===== config.mk =====
export PLATFORM = sky130hd
export DESIGN_NAME = move_request_gen
export DESIGN_NICKNAME = d
export VERILOG_FILES = /design/src/rtl/tetris_input_pkg.sv /design/src/rtl/btn_debounce_repeat.sv /design/src/rtl/move_request_gen.sv
export SDC_FILE = /design/constraint.sdc
export NUM_CORES = 1
export LEC_CHECK = 0
export ABC_AREA = 1
export CAP_MARGIN = 20
export CORE_AREA = 2 2 167 169
export DETAILED_ROUTE_END_ITERATION = 16
export DIE_AREA = 0 0 169 171
export GPL_TIMING_DRIVEN = 1
export REMOVE_ABC_BUFFERS = 1
export SLEW_MARGIN = 5
export SYNTH_ARGS = -nofsm -noshare
export SYNTH_HDL_FRONTEND = slang
export SYNTH_SLANG_ARGS = --single-unit
export TNS_END_PERCENT = 20

===== constraint.sdc =====
create_clock -name clk -period 1.8 [get_ports clk]
set_input_delay 0.36 -clock clk [delete_from_list [all_inputs] [get_ports clk]]
set_output_delay 0.36 -clock clk [all_outputs]
set_load 0.01 [all_outputs]

===== src/rtl/tetris_input_pkg.sv =====
// Shared definitions for the button-conditioning front end of the falling-piece block:
// button indices, per-button FSM encoding and counter width helper.
package tetris_input_pkg;

  localparam int NUM_BTN    = 4;
  localparam int BTN_LEFT   = 0;
  localparam int BTN_RIGHT  = 1;
  localparam int BTN_ROTATE = 2;
  localparam int BTN_DOWN   = 3;

  typedef enum logic [1:0] {
    IDLE   = 2'd0,
    DELAY  = 2'd1,
    REPEAT = 2'd2,
    HELD   = 2'd3
  } btnState_t;

  // Width able to hold the terminal count n itself.
  function automatic int cntW(input int n);
    return $clog2(n) + 1;
  endfunction

endpackage


===== src/rtl/btn_debounce_repeat.sv =====
// One button: 2-FF synchronizer, counting debouncer and press/auto-repeat FSM.
// req is a combinational single-cycle request; the top registers it.
module btn_debounce_repeat
  import tetris_input_pkg::*;
#(
  parameter int DEBOUNCE_CYCLES = 50000,
  parameter int REPEAT_DELAY    = 25000000,
  parameter int REPEAT_RATE     = 5000000,
  parameter bit REPEAT_EN       = 1'b1
) (
  input  logic clk,
  input  logic reset,
  input  logic btn,
  output logic req
);

  localparam int DB_W  = cntW(DEBOUNCE_CYCLES);
  localparam int RPT_W = (cntW(REPEAT_DELAY) > cntW(REPEAT_RATE)) ? cntW(REPEAT_DELAY)
                                                                  : cntW(REPEAT_RATE);
  localparam logic [DB_W-1:0]  DB_LAST    = DB_W'(DEBOUNCE_CYCLES);
  localparam logic [RPT_W-1:0] DELAY_LAST = RPT_W'(REPEAT_DELAY - 1);
  localparam logic [RPT_W-1:0] RATE_LAST  = RPT_W'(REPEAT_RATE - 1);

  logic [1:0]       syncQ;
  logic             deb;
  logic [DB_W-1:0]  dbCnt;
  btnState_t        state, stateNxt;
  logic [RPT_W-1:0] rptCnt, rptCntNxt;

  always_ff @(posedge clk) begin
    if (reset) begin
      syncQ <= '0;
      deb   <= 1'b0;
      dbCnt <= '0;
    end else begin
      syncQ <= {syncQ[0], btn};
      if (syncQ[1] == deb) begin
        dbCnt <= '0;
      end else if (dbCnt == DB_LAST) begin
        deb   <= syncQ[1];
        dbCnt <= '0;
      end else begin
        dbCnt <= dbCnt + DB_W'(1);
      end
    end
  end

  always_ff @(posedge clk) begin
    if (reset) begin
      state  <= IDLE;
      rptCnt <= '0;
    end else begin
      state  <= stateNxt;
      rptCnt <= rptCntNxt;
    end
  end

  // A debounced release wins over everything, so no request can follow it.
  always_comb begin
    stateNxt  = state;
    rptCntNxt = rptCnt;
    req       = 1'b0;
    if (!deb) begin
      stateNxt  = IDLE;
      rptCntNxt = '0;
    end else begin
      case (state)
        IDLE: begin
          req       = 1'b1;
          rptCntNxt = '0;
          stateNxt  = REPEAT_EN ? DELAY : HELD;
        end
        DELAY: begin
          if (rptCnt == DELAY_LAST) begin
            req       = 1'b1;
            rptCntNxt = '0;
            stateNxt  = REPEAT;
          end else begin
            rptCntNxt = rptCnt + RPT_W'(1);
          end
        end
        REPEAT: begin
          if (rptCnt == RATE_LAST) begin
            req       = 1'b1;
            rptCntNxt = '0;
          end else begin
            rptCntNxt = rptCnt + RPT_W'(1);
          end
        end
        default: ;
      endcase
    end
  end

endmodule


===== src/rtl/move_request_gen.sv =====
// Turns raw buttons plus a gravity timer into registered, one-hot, single-cycle move
// requests for the piece block, coalescing into one pending bit per output.
module move_request_gen
  import tetris_input_pkg::*;
#(
  parameter int DEBOUNCE_CYCLES = 50000,
  parameter int REPEAT_DELAY    = 25000000,
  parameter int REPEAT_RATE     = 5000000,
  parameter int GRAVITY_PERIOD  = 25000000
) (
  input  logic clk,
  input  logic reset,
  input  logic btn_left,
  input  logic btn_right,
  input  logic btn_rotate,
  input  logic btn_down,
  input  logic enable,
  input  logic gravity_en,
  output logic leftSignal,
  output logic rightSignal,
  output logic upSignal,
  output logic downSignal
);

  localparam int GR_W = cntW(GRAVITY_PERIOD);
  localparam logic [GR_W-1:0] GR_LAST = GR_W'(GRAVITY_PERIOD - 1);

  logic [NUM_BTN-1:0] btnRaw, btnReq, pend, want, grant, moveQ;
  logic [GR_W-1:0]    grCnt;
  logic               grTick;

  assign btnRaw[BTN_LEFT]   = btn_left;
  assign btnRaw[BTN_RIGHT]  = btn_right;
  assign btnRaw[BTN_ROTATE] = btn_rotate;
  assign btnRaw[BTN_DOWN]   = btn_down;

  for (genvar i = 0; i < NUM_BTN; i++) begin : gBtn
    btn_debounce_repeat #(
      .DEBOUNCE_CYCLES (DEBOUNCE_CYCLES),
      .REPEAT_DELAY    (REPEAT_DELAY),
      .REPEAT_RATE     (REPEAT_RATE),
      .REPEAT_EN       (i != BTN_ROTATE)
    ) uBtn (
      .clk   (clk),
      .reset (reset),
      .btn   (btnRaw[i]),
      .req   (btnReq[i])
    );
  end

  assign grTick = enable && gravity_en && (grCnt == GR_LAST);

  always_ff @(posedge clk) begin
    if (reset || !enable || !gravity_en) grCnt <= '0;
    else if (grCnt == GR_LAST)           grCnt <= '0;
    else                                 grCnt <= grCnt + GR_W'(1);
  end

  // Fixed priority rotate > left > right > down, same order the piece block uses.
  always_comb begin
    want           = pend | btnReq;
    want[BTN_DOWN] = want[BTN_DOWN] | grTick;
    grant          = '0;
    if      (want[BTN_ROTATE]) grant[BTN_ROTATE] = 1'b1;
    else if (want[BTN_LEFT])   grant[BTN_LEFT]   = 1'b1;
    else if (want[BTN_RIGHT])  grant[BTN_RIGHT]  = 1'b1;
    else if (want[BTN_DOWN])   grant[BTN_DOWN]   = 1'b1;
  end

  // Requests made while disabled are dropped rather than held for later.
  always_ff @(posedge clk) begin
    if (reset || !enable) begin
      pend  <= '0;
      moveQ <= '0;
    end else begin
      pend  <= want & ~grant;
      moveQ <= grant;
    end
  end

  assign leftSignal  = moveQ[BTN_LEFT];
  assign rightSignal = moveQ[BTN_RIGHT];
  assign upSignal    = moveQ[BTN_ROTATE];
  assign downSignal  = moveQ[BTN_DOWN];

endmodule


# After elaboration in Yosys (flattened, before gate mapping)

Index checks and enable logic that the tools add are counted.

Register bits after elaboration: 226
Bits of input ports: 8
Output and inout bits: 4
Word-level logic and storage cells: 153

Add/sub/neg operators: 9
Equal/unequal tests: 29
Mux-type cells: 45
Bitwise logic cells: 12
Reductions and logical operators: 35

Operators with widths:

| kind                  | count |
|---|---|
| $pmux 26 s3           | 4 |
| $mux 26               | 8 |
| $add 26x1->26 const B | 5 |
| $eq 26x25->1 const B  | 5 |
| $eq 26x23->1 const B  | 4 |
| $add 17x1->17 const B | 4 |
| $eq 17x16->1 const B  | 4 |
| $mux 1                | 20 |
| $pmux 2 s2            | 4 |
| $reduce_and 2->1      | 8 |
| $pmux 1 s3            | 4 |
| $reduce_bool 3->1     | 4 |
| $reduce_or 3->1       | 4 |
| $mux 2                | 5 |
| $reduce_or 2->1       | 5 |
| $eq 2x1->1 const B    | 4 |
| $eq 2x2->1 const B    | 4 |
| $logic_not 2->1       | 4 |
| $ne 2x1->1 const B    | 4 |
| $not 1->1             | 8 |
| $reduce_bool 2->1     | 4 |
| $and 4x4->4           | 1 |
| $eq 1x1->1            | 4 |
| $not 4->4             | 1 |
| 5 further kinds       | 8 |

# Depth between registers and ports, before layout

Gate-level depths: netlist of the first run.

Word-level depth: 12
Gate-level depth with buffers: 13
Depth with buffers taken out: 12

# By module

From an unflattened synthesis of the first run, not the netlist that was laid out.

Cell total of the unflattened synthesis: 2055
Area total of the unflattened synthesis: 13370.3 µm²

By module, submodules not included:

| module                                  | instances | cells an instance | area an instance (µm²) | sequential area each (µm²) |
|---|---|---|---|---|
| btn_debounce_repeat at gBtn[0].uBtn ... | 3         | 449               | 2921.6                 | 960.9 |
| btn_debounce_repeat at gBtn[2].uBtn     | 1         | 453               | 2900.3                 | 960.9 |
| move_request_gen                        | 1         | 255               | 1705.4                 | 660.6 |

# Worst setup path before layout of the first run

No wires, ideal clock.

Path type: flip-flop to flip-flop
Start: register gBtn[2].uBtn.rptCnt[0]
End: register gBtn[2].uBtn.rptCnt[11]
Library setup time: 0.116 ns
Arrival time: 1.496 ns
Data required time: 1.684 ns
Setup slack: 0.188 ns
Stages on the path, launching flop included: 14
Path buffers: 1
Period minus slack after synthesis: 1.612 ns
Cells stage by stage: dfxtp_1 ha_1 nand2_1 nor2_1 nand3_1 inv_1 nand4_1 nand2_1 nand2_1 nand2_1 nand2_1 nand2_4 buf_6 nor2_1

Longest elaborated chain between the ends: 3
Elaborated cells on any way between the ends: 6
Classes of those cells: 1 x add/sub; 2 x eq/ne; 3 x mux

RTL lines:

| what                                        | RTL line                                             | source |
|---|---|---|
| start, declared                             | btn_debounce_repeat.sv:28                            | `logic [RPT_W-1:0] rptCnt, rptCntNxt;` |
| start signal, assigned                      | btn_debounce_repeat.sv:54                            | `rptCnt <= rptCntNxt;` |
| $add 26x1->26, or another cell as far along | btn_debounce_repeat.sv:79, btn_debounce_repeat.sv:87 |  |
| $mux 26 (on tied branches)                  | btn_debounce_repeat.sv:83, btn_debounce_repeat.sv:74 |  |
| $pmux 26 s3 *                               | btn_debounce_repeat.sv:67                            | `case (state)` |

Mark *: on every way between the ends. The rest lies on a longest branch, timed or not.
A chain may end at the register's enable or synchronous reset.

# Worst setup path after layout of the first run

Start: register moveQ[2]
End: output port upSignal

RTL lines:

| what                   | RTL line               | source |
|---|---|---|
| start, declared        | move_request_gen.sv:28 | `logic [NUM_BTN-1:0] btnRaw, btnReq, pend, want, grant, moveQ;` |
| start signal, assigned | move_request_gen.sv:77 | `moveQ <= grant;` |
| end, declared          | move_request_gen.sv:21 | `output logic upSignal,` |

No word-level cell between the ends.

==> metrics.md, run 1 <==
| Metric | Value |
|---|---|
| CTS sink cnt | `225` |
| Cts bufs inserted | `28` |
| CP Class | `reg -> out` |
| DR pass1 iterations | `5` |
| Worst Tran Pin Value | `slightly above 500 ps` |
| Sequential share of the synthesized area | `0.366` |
| Rel. slew slack | `0.658` |
| Final antenna diode count | `0` |
| Post-DP HPWL | `20,000 µm` |
| Starting Density | `0.451` |
| Final Hold Fails | `0` |
| Total grt overflow | `0` |
| Final wirelength | `27,200 µm` |
| Worst-path fanout max | `1` |
| Main synth FF type | `dfxtp_1` |
| HP Start | `btn_rotate` |
| Drt drc | `0` |
| Die Area | `28,900 µm²` |
| Vias | `11,000` |
| Worst setup EP type | `output port` |
| Top delay family on crit path | `buffers and inverters` |
| Leak pwr | `5.47 nW` |
| Vias in the first global route | `10,200` |
| R2r endpoint | `moveQ[2]$_SDFF_PP0_` |
| Most frequent cell after synthesis | `nand2_1` |
| Synth Instances | `approximately 1,800` |
| Top-area cell type share of the netlist area | `0.366` |
| Hold/Removal Path Class | `in -> reg` |
| Synth cell count leaders | `nand2_1, nor2_1, inv_1` |
| Worst Skew | `8.72 ps` |
| Area growth syn-to-layout | `18.2%` |
| FFs w/ async S/R, synth | `0` |
| # setup viols final | `0` |
| Status | `finished clean` |
| Worst skew pair latency | `540 ps` |
| # hold bufs at CTS | `0` |
| FF/Latch Area | `~4500 µm²` |
| Die X | `approximately 170 µm` |
| Root Buffer | `clkbuf_16` |
| Ports | `12` |
| Longest Clk Path Bufs | `3` |
| Min-Delay Path Depth | `3` |
| PwrDens | `746 nW/µm²` |
| Reg-to-reg startpoint | `gBtn[2].uBtn.rptCnt[0]$_SDFFE_PP0N_` |
| H-tree levels | `1` |
| Post-synth top area cell | `dfxtp_1` |
| #FFs+latches synth | `225` |
| Slowest cell on the critical path | `clkdlybuf4s50_1` |
| Share of layout cells above drive strength 1 | `0.152` |
| Largest net degree at the start of global routing | `27` |
| Rows | `61` |
| Critical path cell sequence | `clkdlybuf4s50_1` |
| Final ANT Viol Nets | `0` |
| Routed WL per cell | `12.2 µm` |
| Clk slew on worst S/H paths | `50 ps` |
| Nets | `1,901` |
| Pins over their slew limit | `0` |
| Die Ht | `171 µm` |
| Period minus WS final | `1730 ps` |
| Max VDD drop | `slightly above 800 µV` |
| Synth unique cells | `49` |
| Global-route wire length before repair | `46,300 µm` |
| EDFF count, synth | `0` |
| Initial antenna violation count | `0` |
| DR iter-0 viols | `just under 700` |
| Fin crit share | `0.962` |
| Hold Path End | `gBtn[2].uBtn.syncQ[0]$_SDFF_PP0_` |
| Syn Area/Cell | `approximately 7 µm²` |
| Mapped Area | `12,300 µm²` |
| Startpoint Class | `flip-flop` |
| Hold Slack | `343 ps` |
| R2R setup slack | `110 ps` |
| CP peak stage delay | `about 530 ps` |
| F_max | `577 MHz` |
| Overall Global Routing Usage | `0.187` |
| GPL Wtd Cong | `0.887` |
| Top post-synthesis cells by area | `dfxtp_1, nand2_1, nor2_1` |
| Reg2reg path depth | `10` |
| Worst path buffer plus inverter count | `1` |
| Setup repair after global routing missed its margin | `true` |
| Via/cell ratio | `4.95` |
| YS warnings | `0` |
| Setup TNS Final | `0 ps` |
| CTS tree | `built` |
| Multi-input gate area | `6870 µm²` |
| MaxCap Viol Count | `0` |
| Critical Path AT | `roughly 1400 ps` |
| Fillers | `2,674` |
| CORE AREA | `27,300 µm²` |
| CP Data Required Time | `approximately 1400 ps` |
| PortBufs | `11` |
-- power breakdown --
group | total [mW] | internal [mW] | switching [mW] | leakage, nW
sequential | 5.00 | 4.99 | 0.00833 | 1.82
clock | 5.75 | 3.60 | 2.15 | 0.474
combinational | 0.100 | 0.0454 | 0.0547 | 3.18
-- cell type report --
type | count | share of cell area
clock buffer | 41 | 0.0570
clock inverter | 9 | 0.00920
inverter | 250 | 0.0646
multi-input combinational | 1264 | 0.472
sequential | 225 | 0.311
tap | 346 | 0.0297
timing repair buffer | 95 | 0.0566
-- layer usage --
layer  track usage  share of wire
met2         0.315           0.45
met1         0.256           0.49
met3        0.0264          0.037
met5             0              0
met4        0.0401          0.018
-- sequential cells by signal (all words and copies together), names as in the netlist --
signal and cells:
gBtn.uBtn.rptCnt 104, gBtn.uBtn.dbCnt 68, grCnt 26, gBtn.uBtn.state 8, gBtn.uBtn.syncQ 8, gBtn.uBtn.deb 4, moveQ 4, pend 3
-- cell usage in the layout, fill, tap and decap left out, drive strengths merged, types with 2 or more instances in the layout --
cell type	n
a31oi	5
or3	2
nor2	302
xor2	81
o21bai	4
dlygate4sd2	3
ha	29
nor3b	12
bufinv	3
nor3	61
o2111ai	2
nor4	15
inv	249
o21a	8
or2	10
nand3	129
buf	84
xnor2	14
clkdlybuf4s50	8
a211oi	4
dfxtp	225
clkinv	6
nand2	367
a21oi	95
o21ai	45
nand3b	3
nand4	67
clkbuf	41
and3	4
o22ai	2
-- stage by stage --
step / worst slack [ps] / instances / total power, mW / utilization / area [µm²]
after floorplan: -289 / 1738 / 5.15 / - / 12100
after global placement: -66.3 / 2171 / 5.21 / 0.488 / 13300
after detailed placement: -123 / 2171 / 5.21 / 0.488 / 13300
after CTS: 24.7 / 2221 / 11.0 / 0.523 / 14300
after global routing: -59.2 / 2230 / 11.2 / 0.533 / 14600
final: 68.4 / 2230 / 10.9 / 0.533 / 14600
-- kinds of logic (layout without fill, tap and decap cells) --
kind of cell	after synthesis	in the layout	synth area share
AOI/OAI and AO/OA	167	167	0.0728
buffers and inverters	280	395	0.0912
adders and majority gates	29	29	0.0295
and+or+nand+nor	972	973	0.373
xor gates and xnor gates	95	95	0.0675
DFF	225	225	0.366
-- worst reg2reg max path, delay by kind of cell (launching register included) --
kind	cells	cell delay, ps
buffers and inverters	1	150
AND/OR/NAND/NOR	8	950
flip-flops	1	350
adder cells (fa/ha/maj)	1	140
-- how the worst max path moves through the flow --
stage	start	end	slack, ps	cells past startpoint
2_1_floorplan	gBtn[3].uBtn.state[0]$_SDFFE_PP0P_	gBtn[3].uBtn.rptCnt[12]$_SDFFE_PP0N_	-290	4
3_3_place_gp	reset	grCnt[7]$_SDFF_PP0_	-70	9
3_5_place_dp	reset	grCnt[12]$_SDFF_PP0_	-120	9
4_1_cts	gBtn[3].uBtn.dbCnt[0]$_SDFF_PP0_	gBtn[3].uBtn.dbCnt[8]$_SDFF_PP0_	20	10
5_1_grt	gBtn[1].uBtn.dbCnt[1]$_SDFF_PP0_	gBtn[1].uBtn.dbCnt[16]$_SDFF_PP0_	-60	11
6_report	moveQ[2]$_SDFF_PP0_	upSignal	70	1
-- what timing repair did --
action	in CTS	in global routing
setup buffers	0	8
setup endpoints to repair	9	116
gates resized for setup	4	58
gates cloned	0	1
pin swaps	0	20
Note: power is estimated with default switching activity, not from simulation.
==> inputs of run 2 (changes only) <==
Settings changed: CAP_MARGIN 20 to 30.
==> results of run 2 <==
Same layout as run 1: the final DEF is identical, and so are final timing and power.
==> inputs of run 3 (changes only) <==
Settings changed: CAP_MARGIN 30 to 5.
==> results of run 3 <==
Same layout as run 1: the final DEF is identical, and so are final timing and power.
